File: src/rtl/negate_arbiter.sv
// negate_arbiter: round-robin front end that shares one two's-complement
// negation datapath among NUM_REQ requesters, with a valid/ready result port.
module negate_arbiter #(
  parameter  int WIDTH   = 4,
  parameter  int NUM_REQ = 4,
  localparam int IDW     = $clog2(NUM_REQ)
) (
  input  logic                     clk,
  input  logic                     rst,
  input  logic [NUM_REQ-1:0]       req,
  input  logic [NUM_REQ*WIDTH-1:0] in_data,
  output logic [NUM_REQ-1:0]       ack,
  output logic [WIDTH-1:0]         out_data,
  output logic [IDW-1:0]           out_id,
  output logic                     out_ovf,
  output logic                     out_valid,
  input  logic                     out_ready,
  output logic                     busy
);

  typedef enum logic [1:0] {
    IDLE = 2'd0,
    CALC = 2'd1,
    HOLD = 2'd2
  } state_t;

  localparam logic [WIDTH-1:0] MIN_NEG =
    {1'b1, {(WIDTH-1){1'b0}}};

  state_t           state;
  state_t           state_nxt;
  logic [IDW-1:0]   rr_ptr;
  logic [IDW-1:0]   id_reg;
  logic [WIDTH-1:0] op_reg;
  logic             win_vld;
  logic [IDW-1:0]   win_id;
  logic [WIDTH-1:0] win_op;

  // Round-robin pick: first pending request after the last winner.
  always_comb begin
    win_vld = 1'b0;
    win_id  = '0;
    for (int k = 1; k <= NUM_REQ; k++) begin
      if (!win_vld && req[(int'(rr_ptr) + k) % NUM_REQ]) begin
        win_vld = 1'b1;
        win_id  = IDW'((int'(rr_ptr) + k) % NUM_REQ);
      end
    end
  end

  assign win_op = in_data[int'(win_id)*WIDTH +: WIDTH];

  // State register.
  always_ff @(posedge clk) begin
    if (rst) state <= IDLE;
    else     state <= state_nxt;
  end

  // Next-state: grant, compute for one cycle, then wait for the consumer.
  always_comb begin
    state_nxt = state;
    unique case (state)
      IDLE:    if (win_vld) state_nxt = CALC;
      CALC:    state_nxt = HOLD;
      HOLD:    if (out_ready) state_nxt = IDLE;
      default: state_nxt = IDLE;
    endcase
  end

  // Capture, negate and hold the result; the pointer moves only on accept.
  always_ff @(posedge clk) begin
    if (rst) begin
      ack       <= '0;
      op_reg    <= '0;
      id_reg    <= '0;
      out_data  <= '0;
      out_id    <= '0;
      out_ovf   <= 1'b0;
      out_valid <= 1'b0;
      rr_ptr    <= IDW'(NUM_REQ-1);
    end else begin
      ack <= '0;
      unique case (state)
        IDLE: begin
          if (win_vld) begin
            op_reg      <= win_op;
            id_reg      <= win_id;
            ack[win_id] <= 1'b1;
          end
        end
        CALC: begin
          out_data  <= ~op_reg + 1'b1;
          out_id    <= id_reg;
          out_ovf   <= (op_reg == MIN_NEG);
          out_valid <= 1'b1;
        end
        HOLD: begin
          if (out_ready) begin
            out_valid <= 1'b0;
            rr_ptr    <= id_reg;
          end
        end
        default: ;
      endcase
    end
  end

  assign busy = (state != IDLE);

endmodule

File: config.mk
export PLATFORM = sky130hd
export DESIGN_NAME = negate_arbiter
export DESIGN_NICKNAME = d
export VERILOG_FILES = /design/src/rtl/negate_arbiter.sv
export SDC_FILE = /design/constraint.sdc
export NUM_CORES = 1
export LEC_CHECK = 0
export ABC_CLOCK_PERIOD_IN_PS = 3700
export CAP_MARGIN = 20
export CORE_ASPECT_RATIO = 0.9
export CORE_MARGIN = 2
export CORE_UTILIZATION = 48
export DETAILED_ROUTE_END_ITERATION = 6
export GPL_TIMING_DRIVEN = 0
export PLACE_DENSITY = 0.83
export SETUP_SLACK_MARGIN = 0.2
export SYNTH_ARGS = -nofsm -noshare
export SYNTH_HDL_FRONTEND = slang
export SYNTH_SLANG_ARGS = --single-unit
File: constraint.sdc
create_clock -name clk -period 3.7 [get_ports clk]
set_input_delay 0.37 -clock clk [delete_from_list [all_inputs] [get_ports clk]]
set_output_delay 0.37 -clock clk [all_outputs]
set_load 0.05 [all_outputs]
==> report_table.html <==
<table>
<tr><th>Metric</th><th>Value</th></tr>
<tr><th colspan="2">Synth</th></tr>
<tr><td>Register bit count reported by yosys</td><td>22</td></tr>
<tr><td>Number of enable flip-flop cells after synthesis</td><td>0</td></tr>
<tr><td>Post-Syn Instances</td><td>129</td></tr>
<tr><td>Cell types with the highest counts after synthesis</td><td>sky130_fd_sc_hd__dfxtp_1 (22), sky130_fd_sc_hd__nand2_1 (20), sky130_fd_sc_hd__a211oi_1 (11), sky130_fd_sc_hd__a21oi_1 (11), sky130_fd_sc_hd__inv_1 (10)</td></tr>
<tr><td>Post-synth net total</td><td>153</td></tr>
<tr><td>Fraction of synthesis flops using an asynchronous set or reset pin</td><td>0%</td></tr>
<tr><td>Count of yosys warnings during synthesis</td><td>0</td></tr>
<tr><td>Area share of the largest cell type after synthesis</td><td>40.8%</td></tr>
<tr><td>Synthesized area per cell</td><td>8.36 µm²</td></tr>
<tr><td>Biggest area contributors in the synthesized netlist</td><td>sky130_fd_sc_hd__dfxtp_1 (41%), sky130_fd_sc_hd__a211oi_1 (7.7%), sky130_fd_sc_hd__nand2_1 (7.0%)</td></tr>
<tr><td>Sequential fraction of the synthesis area</td><td>40.8%</td></tr>
<tr><td>Most numerous cell in the Yosys netlist</td><td>sky130_fd_sc_hd__dfxtp_1</td></tr>
<tr><td>Top flip-flop cell by instance count after synthesis</td><td>sky130_fd_sc_hd__dfxtp_1</td></tr>
<tr><td>Library cell with the largest summed area after synthesis</td><td>sky130_fd_sc_hd__dfxtp_1</td></tr>
<tr><td>Combined area of all synthesized cells</td><td>0.00108 mm²</td></tr>
<tr><td>Number of distinct library cell variants in the gate-level netlist after synthesis</td><td>34</td></tr>
<tr><th colspan="2">Global route</th></tr>
<tr><td>Global-route wire length before repair</td><td>4.06 mm</td></tr>
<tr><td>Number of global-route vias before repair</td><td>922</td></tr>
<tr><td>Antenna violations before repair</td><td>0</td></tr>
<tr><td>GRT Residual Overflow</td><td>0</td></tr>
<tr><td>Global-route usage over all layers</td><td>20.7%</td></tr>
<tr><td>Largest net degree at the start of global routing</td><td>12</td></tr>
<tr><th colspan="2">Floorplanning</th></tr>
<tr><td>Total Die Area</td><td>0.00264 mm²</td></tr>
<tr><td>Num ports</td><td>36</td></tr>
<tr><td>Die X</td><td>54.0 µm</td></tr>
<tr><td>Placement Rows</td><td>16</td></tr>
<tr><td>Overall die height</td><td>49.0 µm</td></tr>
<tr><td>Core Area</td><td>0.00214 mm²</td></tr>
<tr><td>Starting Density</td><td>50.4%</td></tr>
<tr><th colspan="2">Route</th></tr>
<tr><td>Total via count after detailed routing</td><td>1051</td></tr>
<tr><td>Avg Vias per Cell</td><td>5.42</td></tr>
<tr><td>Detailed-route wire length per cell</td><td>12.7 µm</td></tr>
<tr><td>Initial detailed-routing violation count</td><td>18</td></tr>
<tr><td>Final routed wirelength across all metal layers</td><td>2.46 mm</td></tr>
<tr><td>Antenna-violating nets left</td><td>0</td></tr>
<tr><td>Iteration count of the initial detailed-routing pass</td><td>4</td></tr>
<tr><td>Number of remaining DRC errors</td><td>0</td></tr>
<tr><th colspan="2">STA</th></tr>
<tr><td>Final Skew</td><td>0.00595 ns</td></tr>
<tr><td>Worst hold slack across all endpoints</td><td>0.458 ns</td></tr>
<tr><td>Number of failing hold endpoints at the final stage</td><td>0</td></tr>
<tr><td>Final critical-path share of the clock period</td><td>56.7%</td></tr>
<tr><td>Setup_tns</td><td>0 ns</td></tr>
<tr><td>Max Transition Viols Final</td><td>0</td></tr>
<tr><td>Transition time at the pin with the least slew margin</td><td>0.500 ns</td></tr>
<tr><td>Top achievable clock speed</td><td>477 MHz</td></tr>
<tr><td>Post-layout minimum cycle time</td><td>2.10 ns</td></tr>
<tr><td>RSZ-0062 raised after global routing</td><td>false</td></tr>
<tr><td>Total setup violations reported at the end of the flow</td><td>0</td></tr>
<tr><td>Worst-case headroom to the max-slew limit</td><td>66.6%</td></tr>
<tr><th colspan="2">Critical path</th></tr>
<tr><td>Crit path cell chain</td><td>or2_1, clkdlybuf4s50_1</td></tr>
<tr><td>Critical path capture point</td><td>busy</td></tr>
<tr><td>FF-to-FF setup slack</td><td>2.07 ns</td></tr>
<tr><td>Delay of the slowest cell on the worst path</td><td>0.82 ns</td></tr>
<tr><td>Crit path launch</td><td>state[1]</td></tr>
<tr><td>CP endpoint kind</td><td>primary output</td></tr>
<tr><td>Endpoint required time on the critical path</td><td>3.33 ns</td></tr>
<tr><td>FF-to-FF End</td><td>op_reg[1]</td></tr>
<tr><td>CP Max Fanout</td><td>6</td></tr>
<tr><td>Signal arrival time at the worst endpoint</td><td>1.73 ns</td></tr>
<tr><td>Nature of the critical path startpoint</td><td>register</td></tr>
<tr><td>CP max-delay cell</td><td>sky130_fd_sc_hd__clkdlybuf4s50_1</td></tr>
<tr><td>Reg2Reg Depth</td><td>6</td></tr>
<tr><td>CP Class</td><td>register to primary output</td></tr>
<tr><td>Startpoint of the worst register-to-register path</td><td>rr_ptr[1]</td></tr>
<tr><th colspan="2">Clock tree</th></tr>
<tr><td>Buffers inserted by post-CTS timing repair</td><td>0</td></tr>
<tr><td>Clock transition time at the flip-flop clock pins of the worst setup and hold paths</td><td>0.11 ns</td></tr>
<tr><td>Maximum root-to-sink buffer count</td><td>2</td></tr>
<tr><td>H-Tree Level Count</td><td>1</td></tr>
<tr><td>CTS sink cnt</td><td>22</td></tr>
<tr><td>Clock network latency to the later pin of the worst-skew pair</td><td>0.30 ns</td></tr>
<tr><td>Number of buffers created by CTS</td><td>3</td></tr>
<tr><td># hold bufs at CTS</td><td>0</td></tr>
<tr><td>Clock root cell</td><td>sky130_fd_sc_hd__clkbuf_4</td></tr>
<tr><td>Post_cts resized</td><td>0</td></tr>
<tr><td>TritonCTS clock tree</td><td>done</td></tr>
<tr><th colspan="2">Final layout</th></tr>
<tr><td>Diode insertion count for antenna repair</td><td>0</td></tr>
<tr><td>Layout filler cell count</td><td>191</td></tr>
<tr><td>Nets@finish</td><td>193</td></tr>
<tr><td>Area added between synthesis and finish</td><td>37.7%</td></tr>
<tr><td>Share of cells above drive strength 1</td><td>5.39%</td></tr>
<tr><th colspan="2">Placed design</th></tr>
<tr><td>Number of buffers inserted by port buffering</td><td>35</td></tr>
<tr><td>DPL Wire Length</td><td>1.96 mm</td></tr>
<tr><td>Gp weighted congestion</td><td>0.800</td></tr>
<tr><th colspan="2">Pwr</th></tr>
<tr><td>Net switching share of the total power</td><td>33.8%</td></tr>
<tr><td>Part of the total power dissipated in combinational logic</td><td>34.0%</td></tr>
<tr><td>Leakage</td><td>0.000600 µW</td></tr>
<tr><td>Clock network fraction of total power</td><td>18.0%</td></tr>
<tr><td>Power share of the sequential group</td><td>48.1%</td></tr>
<tr><td>Worst vdd rail ir drop</td><td>0.351 mV</td></tr>
<tr><td>Power density cells</td><td>387 mW/mm²</td></tr>
<tr><td>Cell internal pwr</td><td>381 µW</td></tr>
<tr><td>Switch Pwr</td><td>194 µW</td></tr>
<tr><th colspan="2">Run status</th></tr>
<tr><td>Outcome</td><td>finished clean</td></tr>
<tr><th colspan="2">Worst hold path</th></tr>
<tr><td>Hold WC Path Type</td><td>register to register</td></tr>
<tr><th colspan="2">Flow run</th></tr>
<tr><td>Maxcap violations</td><td>0</td></tr>
</table>
==> worst max-delay path: cells and delay by family (launching register included) <==
family / cells / cell delay (ns)
buf+inv: 1 / 0.82
flops: 1 / 0.42
simple gates: 1 / 0.19
==> worst min path at each step <==
stage	start	to	slack, ns	cells past startpoint
3_3_place_gp	out_data[3]	out_data[3]	0.44	2
4_1_cts	out_data[2]	out_data[2]	0.46	2
3_5_place_dp	out_data[2]	out_data[2]	0.45	2
2_1_floorplan	rst	id_reg[0]	0.44	1
6_report	out_data[2]	out_data[2]	0.46	2
5_1_grt	out_data[2]	out_data[2]	0.49	2
==> power groups by stage <==
stage	sequential (µW)	combinational, µW	clock [µW]
floorplan	312	94.8	0
global placement	281	191	0
detailed placement	281	194	0
CTS	276	195	106
global route	280	214	116
finish	276	195	103
==> layout make-up <==
cell class | instances | area [µm²] | area share, %
Buffer | 3 | 18.8 | 1.26
Clock buffer | 3 | 22.5 | 1.52
Inverter | 10 | 37.5 | 2.53
Multi-Input combinational cell | 94 | 582 | 39.2
Sequential cell | 22 | 440 | 29.7
Tap cell | 27 | 33.8 | 2.27
Timing Repair Buffer | 35 | 350 | 23.6
==> metrics by stage <==
step	cells	cell area (µm²)	setup slack [ns]	util (%)	power, µW
floorplan	129	1080	2.12	-	407
global placement	191	1460	1.63	68.3	472
detailed placement	191	1460	1.56	68.3	476
CTS	194	1490	1.61	69.3	578
global route	194	1490	1.51	69.3	610
finish	194	1490	1.60	69.3	575
==> layout by cell type (no fill, tap or decap), drive strengths merged <==
master and instances:
nand2 20, nand3b 1, o211ai 1, or4 1
o21bai 1, a31oi 1, buf 1, nor2b 3
clkbuf 5, o31a 1, o21ai 5, or3b 1
nor2 8, a2111oi 1, and3 2, nand2b 3
clkdlybuf4s50 35, ha 1, o22a 1, nor4 3
and2 1, a211oi 11, nor3 4, a21o 1
a21oi 12, inv 10, o22ai 2, dfxtp 22
xnor2 2, or2 1, mux2i 6
==> logic make-up after synthesis <==
group / synth area share, %
AND/OR/NAND/NOR: 21.8
AO/OA/AOI/OAI: 23.8
flip-flops: 40.8
buffers and inverters: 5.22
multiplexers: 5.57
XOR/XNOR: 1.62
adder cells (fa/ha/maj): 1.16
==> routing by layer <==
metal  vias up  routed length, µm  GRT usage (%)
met5         -                  0              0
met2        44               1140           33.9
met3         2                201           6.44
met4         0                  6           3.42
li1        533                  -              -
met1       472               1110           26.6
Note: power is estimated with default switching activity, not from simulation.
